$ cat src/rtl/ov9281_config_ctrl_pkg.sv
// ov9281_config_ctrl_pkg
// Shared definitions for the OV9281 register-configuration sequencer:
//   - cfg_state_e     : sequencer state encoding
//   - SOFT_RST_WORD   : LUT word {addr, val} that triggers the soft-reset settle wait
//   - *_DEF           : parameter defaults used by ov9281_config_ctrl
//   - max_u()         : constant helper for sizing the delay counter
package ov9281_config_ctrl_pkg;

    localparam int unsigned REG_NUM_DEF   = 126;
    localparam int unsigned PWR_DLY_DEF   = 20000;
    localparam int unsigned SRST_DLY_DEF  = 5000;
    localparam int unsigned MAX_RETRY_DEF = 3;

    localparam logic [23:0] SOFT_RST_WORD = 24'h010301;

    typedef enum logic [2:0] {
        PWR_WAIT,
        ISSUE,
        WAIT,
        SRST_WAIT,
        NEXT,
        DONE,
        ERROR
    } cfg_state_e;

    function automatic int unsigned max_u(input int unsigned a, input int unsigned b);
        return (a > b) ? a : b;
    endfunction

endpackage

$ cat src/rtl/ov9281_config_ctrl.sv
// ov9281_config_ctrl
// Walks an external register LUT and writes every entry to the OV9281 through an
// SCCB master, with a power-up wait, a settle wait after the soft-reset write and
// bounded retries on NACK.
//
// Ports:
//   sys_clk      in   clock
//   sys_rst_n    in   asynchronous active-low reset
//   reg_index    out  [8:0]  LUT entry select
//   lut_data     in   [23:0] {reg_addr, reg_val} for reg_index (combinational LUT)
//   i2c_exec     out  one-cycle write-start pulse
//   i2c_addr     out  [15:0] register address, held until the next write
//   i2c_data     out  [7:0]  register value, held until the next write
//   i2c_done     in   one-cycle transfer-complete pulse
//   i2c_ack_err  in   NACK flag, valid with i2c_done
//   cfg_start    in   restart pulse, honoured only in DONE or ERROR
//   cfg_done     out  all entries written
//   cfg_err      out  retries exhausted
module ov9281_config_ctrl
    import ov9281_config_ctrl_pkg::*;
#(
    parameter int unsigned REG_NUM   = REG_NUM_DEF,
    parameter int unsigned PWR_DLY   = PWR_DLY_DEF,
    parameter int unsigned SRST_DLY  = SRST_DLY_DEF,
    parameter int unsigned MAX_RETRY = MAX_RETRY_DEF
) (
    input  logic        sys_clk,
    input  logic        sys_rst_n,
    output logic [8:0]  reg_index,
    input  logic [23:0] lut_data,
    output logic        i2c_exec,
    output logic [15:0] i2c_addr,
    output logic [7:0]  i2c_data,
    input  logic        i2c_done,
    input  logic        i2c_ack_err,
    input  logic        cfg_start,
    output logic        cfg_done,
    output logic        cfg_err
);

    localparam int unsigned CNT_RAW = $clog2(max_u(PWR_DLY, SRST_DLY) + 1);
    localparam int unsigned CNT_W   = (CNT_RAW > 0) ? CNT_RAW : 1;
    localparam int unsigned RTY_RAW = $clog2(MAX_RETRY + 1);
    localparam int unsigned RTY_W   = (RTY_RAW > 0) ? RTY_RAW : 1;

    // The ISSUE cycle counts as the last cycle of the power wait, so i2c_exec
    // rises exactly PWR_DLY cycles after reset release.
    localparam logic [CNT_W-1:0] PWR_LAST  = (PWR_DLY >= 2) ? CNT_W'(PWR_DLY - 2) : '0;
    localparam logic [CNT_W-1:0] SRST_LAST = (SRST_DLY >= 1) ? CNT_W'(SRST_DLY - 1) : '0;
    localparam logic [RTY_W-1:0] RTY_MAX   = RTY_W'(MAX_RETRY);
    localparam logic [8:0]       LAST_IDX  = 9'(REG_NUM - 1);

    cfg_state_e       state_q, state_d;
    logic [CNT_W-1:0] cnt_q, cnt_d;
    logic [RTY_W-1:0] retry_q, retry_d;
    logic [8:0]       index_d;
    logic             exec_d;
    logic [15:0]      addr_d;
    logic [7:0]       data_d;
    logic             is_last;

    assign is_last = (reg_index == LAST_IDX);

    always_comb begin
        state_d = state_q;
        cnt_d   = cnt_q;
        retry_d = retry_q;
        index_d = reg_index;
        exec_d  = 1'b0;
        addr_d  = i2c_addr;
        data_d  = i2c_data;

        unique case (state_q)
            PWR_WAIT: begin
                if (cnt_q >= PWR_LAST) begin
                    cnt_d   = '0;
                    state_d = ISSUE;
                end else begin
                    cnt_d = cnt_q + 1'b1;
                end
            end

            // lut_data has had at least one full cycle to settle on reg_index here;
            // the word is captured together with the start pulse.
            ISSUE: begin
                exec_d  = 1'b1;
                addr_d  = lut_data[23:8];
                data_d  = lut_data[7:0];
                state_d = WAIT;
            end

            WAIT: begin
                if (i2c_done) begin
                    if (i2c_ack_err) begin
                        if (retry_q < RTY_MAX) begin
                            retry_d = retry_q + 1'b1;
                            state_d = ISSUE;
                        end else begin
                            state_d = ERROR;
                        end
                    end else begin
                        retry_d = '0;
                        if ({i2c_addr, i2c_data} == SOFT_RST_WORD) begin
                            cnt_d   = '0;
                            state_d = SRST_WAIT;
                        end else if (is_last) begin
                            state_d = DONE;
                        end else begin
                            index_d = reg_index + 9'd1;
                            state_d = NEXT;
                        end
                    end
                end
            end

            SRST_WAIT: begin
                if (cnt_q >= SRST_LAST) begin
                    cnt_d = '0;
                    if (is_last) begin
                        state_d = DONE;
                    end else begin
                        index_d = reg_index + 9'd1;
                        state_d = NEXT;
                    end
                end else begin
                    cnt_d = cnt_q + 1'b1;
                end
            end

            NEXT: state_d = ISSUE;

            DONE, ERROR: begin
                if (cfg_start) begin
                    index_d = '0;
                    retry_d = '0;
                    cnt_d   = '0;
                    state_d = ISSUE;
                end
            end

            default: state_d = PWR_WAIT;
        endcase
    end

    always_ff @(posedge sys_clk or negedge sys_rst_n) begin
        if (!sys_rst_n) begin
            state_q   <= PWR_WAIT;
            cnt_q     <= '0;
            retry_q   <= '0;
            reg_index <= '0;
            i2c_exec  <= 1'b0;
            i2c_addr  <= '0;
            i2c_data  <= '0;
            cfg_done  <= 1'b0;
            cfg_err   <= 1'b0;
        end else begin
            state_q   <= state_d;
            cnt_q     <= cnt_d;
            retry_q   <= retry_d;
            reg_index <= index_d;
            i2c_exec  <= exec_d;
            i2c_addr  <= addr_d;
            i2c_data  <= data_d;
            // Flags are registered from the next state so they track it exactly.
            cfg_done  <= (state_d == DONE);
            cfg_err   <= (state_d == ERROR);
        end
    end

endmodule

$ cat config.mk
export PLATFORM = sky130hd
export DESIGN_NAME = ov9281_config_ctrl
export DESIGN_NICKNAME = d
export VERILOG_FILES = /design/src/rtl/ov9281_config_ctrl_pkg.sv /design/src/rtl/ov9281_config_ctrl.sv
export SDC_FILE = /design/constraint.sdc
export NUM_CORES = 1
export LEC_CHECK = 0
export BUFFER_PORTS_ARGS = -buffer_cell sky130_fd_sc_hd__buf_2
export CORE_MARGIN = 2
export CORE_UTILIZATION = 35
export DETAILED_ROUTE_END_ITERATION = 16
export MAX_ROUTING_LAYER = met4
export PLACE_DENSITY = 0.59
export SLEW_MARGIN = 10
export SYNTH_ARGS = -nofsm -noshare
export SYNTH_HDL_FRONTEND = slang
export SYNTH_SLANG_ARGS = --single-unit
$ cat constraint.sdc
create_clock -name sys_clk -period 2.3 [get_ports sys_clk]
set_input_delay 0.23 -clock sys_clk [delete_from_list [all_inputs] [get_ports sys_clk]]
set_output_delay 0.23 -clock sys_clk [all_outputs]
set_load 0.01 [all_outputs]
Word-level counts from Yosys, hierarchy flattened
Index checks and enable logic that the tools add are counted.
- add/subtract/negate cells: 3
- order comparisons: 3
- equality and inequality tests: 17
- muxes and demuxes: 29
- reduce and logical (&&, ||, !) cells: 8
- operators by type and width (kind ; count):
    $mux 15 ; 6
    $pmux 15 s4 ; 1
    $mux 9 ; 6
    $pmux 9 s3 ; 1
    $eq 24x17->1 const B ; 1
    $mux 3 ; 7
    $pmux 3 s6 ; 1
    $add 15x1->15 const B ; 1
    $eq 3x3->1 const B ; 5
    $ge 15x13->1 const B ; 1
    $ge 15x15->1 const B ; 1
    $ne 2x2->1 const B ; 6
    $add 9x1->9 const B ; 1
    $eq 9x7->1 const B ; 1
    $mux 2 ; 4
    $eq 3x2->1 const B ; 2
    $reduce_and 6->1 ; 1
    $reduce_and 5->1 ; 1
    $pmux 2 s2 ; 1
    $reduce_and 4->1 ; 1
    $reduce_bool 4->1 ; 1
    $eq 3x1->1 const B ; 1
    $logic_not 3->1 ; 1
    $ne 3x3->1 const B ; 1
    other kinds (6) ; 7
- bits in registers: 56
- word-level logic and storage cells: 69

Logic depth before layout (Yosys ltp)
- depth in word-level cells: 7
- mapped depth: 9
- gate-level depth less buffers: 8

Worst setup path after synthesis
OpenSTA, ideal clock, no wires.
- path kind: flip-flop to flip-flop
- from: reg i2c_addr[4]
- to: reg cnt_q[7]
- setup time: 0.120 ns
- arrival: 1.799 ns
- data required time: 2.180 ns
- slack: 0.381 ns
- cell stages (with the launch flop): 8
- path buffers: 1
- cells stage by stage: dfrtp_1 > nor4_1 > nand4_1 > o21ai_1 > nand3_4 > buf_6 > o21a_1 > a31o_1
- word-level cells in the longest chain between the ends: 3
- ends and longest elaborated chain (element ; RTL line ; source):
    start, declared ; ov9281_config_ctrl.sv:32 ; output logic [15:0] i2c_addr,
    start signal, assigned ; ov9281_config_ctrl.sv:162 ; i2c_addr <= addr_d;
    $eq 24x17->1 ; ov9281_config_ctrl.sv:103 ; if ({i2c_addr, i2c_data} == SOFT_RST_WORD) begin
    $ne 2x2->1 (no source line) ; n/a ;
    $reduce_and 5->1 (no source line) ; n/a ;
    end signal, assigned ; ov9281_config_ctrl.sv:158 ; cnt_q <= cnt_d;
    end, declared ; ov9281_config_ctrl.sv:54 ; logic [CNT_W-1:0] cnt_q, cnt_d;
Every way passes these cells.
A chain may end at the register's enable or synchronous reset.

Worst setup path after layout
- from: reg cnt_q[0]
- to: reg cnt_q[12]
- word-level cells in the longest chain between the ends: 3
- ends and longest elaborated chain (element ; RTL line ; source):
    $add 15x1->15, or another cell as far along ; ov9281_config_ctrl.sv:79, ov9281_config_ctrl.sv:126 ;
    $mux 15, on equally long branches ; ov9281_config_ctrl.sv:117, ov9281_config_ctrl.sv:75 ;
    $pmux 15 s4 (*) ; ov9281_config_ctrl.sv:73 ; unique case (state_q)
Every way passes the cells marked *; elsewhere a longest branch is shown, timed or not.

==> metrics <==
outcome finished, final reports clean; Synthesized Nets 326; CTS tree yes; clock-pin slew on the worst setup and hold paths 0.11 ns; Routed Antenna Nets 0; First-pass DRT Iterations 4; Max stage delay on crit path 0.42 ns; Top delay family on crit path compound AO/OA/AOI/OAI gates; Rel. slew slack 58.0%; routed len/inst 14.2 um; #FFs+latches synth 56; setup ws final 0.201 ns; Mapped Area 3020 um2; worst endpoint data arrival time 2.31 ns; FFs w/ async S/R, synth 100%; Die X 96.9 um; Yosys top cell by area dfrtp_1; RSZ-0062 raised after global routing no; synthesized area per cell 10.3 um2; Top FF cell, synth dfrtp_1; CTS-repair resized insts 0; vias in the first global route 2,471; Worst-Margin Slew 0.631 ns; largest net degree at the start of global routing 30; largest fanout on the critical path 9; worst hold path class in -> reg; area grow syn2layout 18.8%; Pwr per Cell Area 448 nW/um2; CTS Sinks 56; Tot Pwr 1.61 mW; CTS max path bufs 2; clk root buf clkbuf_8; startpoint type of the worst setup path flip-flop; Starting DRT DRC Count 155; CP Cell Sequence inv_1 > ha_1 > o2111ai_1 > a311o_1 > o21ai_2 > nand2_2 > a21o_1 > a22o_1; sequential share of the synthesized area 46.4%; pre-CTS setup slack 0.212 ns; Cell variety after synth 58; Synth area leaders dfrtp_1 (46%), mux2_2 (9.3%), nand3_1 (3.5%); row cnt 33; Fmax 476 MHz; static leakage 1.82 nW; min Tclk post-route 2.10 ns; CP bufs+invs 1; layout cells sized above 1 34.0%; YS warnings 0; most used routing layer met2; post-DR vias/cell 5.34; CP Capture Type flip-flop; Tot GR Track Use 15.2%; area share of the largest cell type after synthesis 46.4%; number of port buffers 64; Final Cycle Share 91.3%; routability cong. 0.865; number of CTS-inserted buffers 5; global routing usage on met3 2.82%; Ports 65; nets@finish 398; Worst-Skew Late Latency 0.31 ns; final hold vios 0; Slowest-stage cell, CP dfrtp_1; Worst IR Drop VDD 0.000275 V; ant diodes 0; # DRC 0; core area 8300 um2; htree depth 2; Die Area 9380 um2; Routed WL 6.67 mm; Starting Density 36.4%; post-CTS setup repair buffer count 0; Post-synth EDFFs 0; first-pass GRT wire length 11.8 mm; worst setup path class reg -> reg; initial antenna violation count 0; Synth Instances 292; fin util 43.2%; global-route track usage on met1 20.9%; max-slew violation count 0; final setup fails 0; Via Count 2,510; die height 96.9 um; Global Route met2 Usage 23.6%; clk_skew 0.00945 ns; Critical Path RT 2.51 ns; most frequent cells in the layout buf_2 (64), dfrtp_1 (56), mux2_2 (25); GRT Residual Overflow 0; most common cell after layout, fill and taps aside buf_2; HPWL after detailed placement 4.81 mm; Max Cap Viol 0; # hold bufs at CTS 1; Setup TNS 0 ns
## cells by family after synthesis
kind of cell | synth area share [%]
and+or+nand+nor | 19.1
DFF | 46.4
xor gates and xnor gates | 0.290
adders and majority gates | 2.07
AOI/OAI and AO/OA | 18.1
muxes | 9.66
buffers and inverters | 4.35
## report_power, final
part           switching (mW)  total [mW]  internal, mW
Combinational          0.0311      0.0527        0.0216
Clock                   0.351       0.570         0.220
Sequential                  0       0.984         0.984
Total                   0.382        1.61          1.23
## metal layers
layer | share of wire [%] | up-vias
li1 | - | 1222
met1 | 48 | 1222
met2 | 47 | 62
met3 | 4.7 | 4
met4 | 0.64 | 0
met5 | 0 | -
## state kept, by name, indices dropped and copies added, names as in the netlist
register   cells
state_q        3
retry_q        2
cnt_q         15
cfg_err        1
reg_index      9
i2c_addr      16
i2c_exec       1
i2c_data       8
cfg_done       1
## layout make-up
| type | count | area, um2 |
|---|---|---|
| fillers | 787 | 4710 |
| multi-input cells | 211 | 1490 |
| flip-flops and latches | 56 | 1400 |
| repair buffers | 78 | 428 |
| well taps | 105 | 131 |
| clock buffers | 5 | 68.8 |
| inverters | 12 | 45.0 |
| clock inverters | 3 | 22.5 |
## stage by stage
stage	instances	hold slack [ns]	instance area (um2)
2_1_floorplan	292	-0.0656	3020
3_3_place_gp	461	0.282	3480
3_5_place_dp	461	0.289	3480
4_1_cts	470	0.138	3590
5_1_grt	470	0.127	3590
6_report	470	0.147	3590
## final timing paths
kind / from / end / slack [ns] / cells past startpoint
min in group asynchronous: sys_rst_n / reg_index[2]$_DFFE_PN0P_ / 0.45 / 2
max in group asynchronous: sys_rst_n / cnt_q[5]$_DFFE_PN0P_ / 1.18 / 3
max: cnt_q[0]$_DFFE_PN0P_ / cnt_q[12]$_DFFE_PN0P_ / 0.20 / 8
max reg2reg: cnt_q[0]$_DFFE_PN0P_ / cnt_q[12]$_DFFE_PN0P_ / 0.20 / 8
min reg2reg: retry_q[0]$_DFFE_PN0P_ / retry_q[0]$_DFFE_PN0P_ / 0.51 / 1
min: lut_data[18] / i2c_addr[10]$_DFFE_PN0P_ / 0.15 / 2
## synth_stat cells, types with 2 or more instances
cell      number
a21o_1         7
a21oi_1       14
a22o_1         8
a31o_1         3
and2_1         4
and3_1         6
and4_1         2
buf_2          3
buf_4          3
buf_6          3
clkbuf_1       4
dfrtp_1       56
ha_1           5
inv_1         12
mux2_2        25
nand2_1       17
nand2b_1       3
nand3_1       21
nand4_1        4
nor2_1        22
nor2b_1        2
nor3_1         9
nor4_1         6
nor4b_2        2
o211ai_1       2
o21a_1         7
o21ai_0       11
## worst register-to-register path, stage by stage, from the launching register on
cell and delay [ns]:
dfrtp_1 0.42, inv_1 0.10, ha_1 0.15, o2111ai_1 0.10, a311o_1 0.40, o21ai_2 0.16, nand2_2 0.23, a21o_1 0.23
a22o_1 0.21
Power figures use the tool's default switching activity.
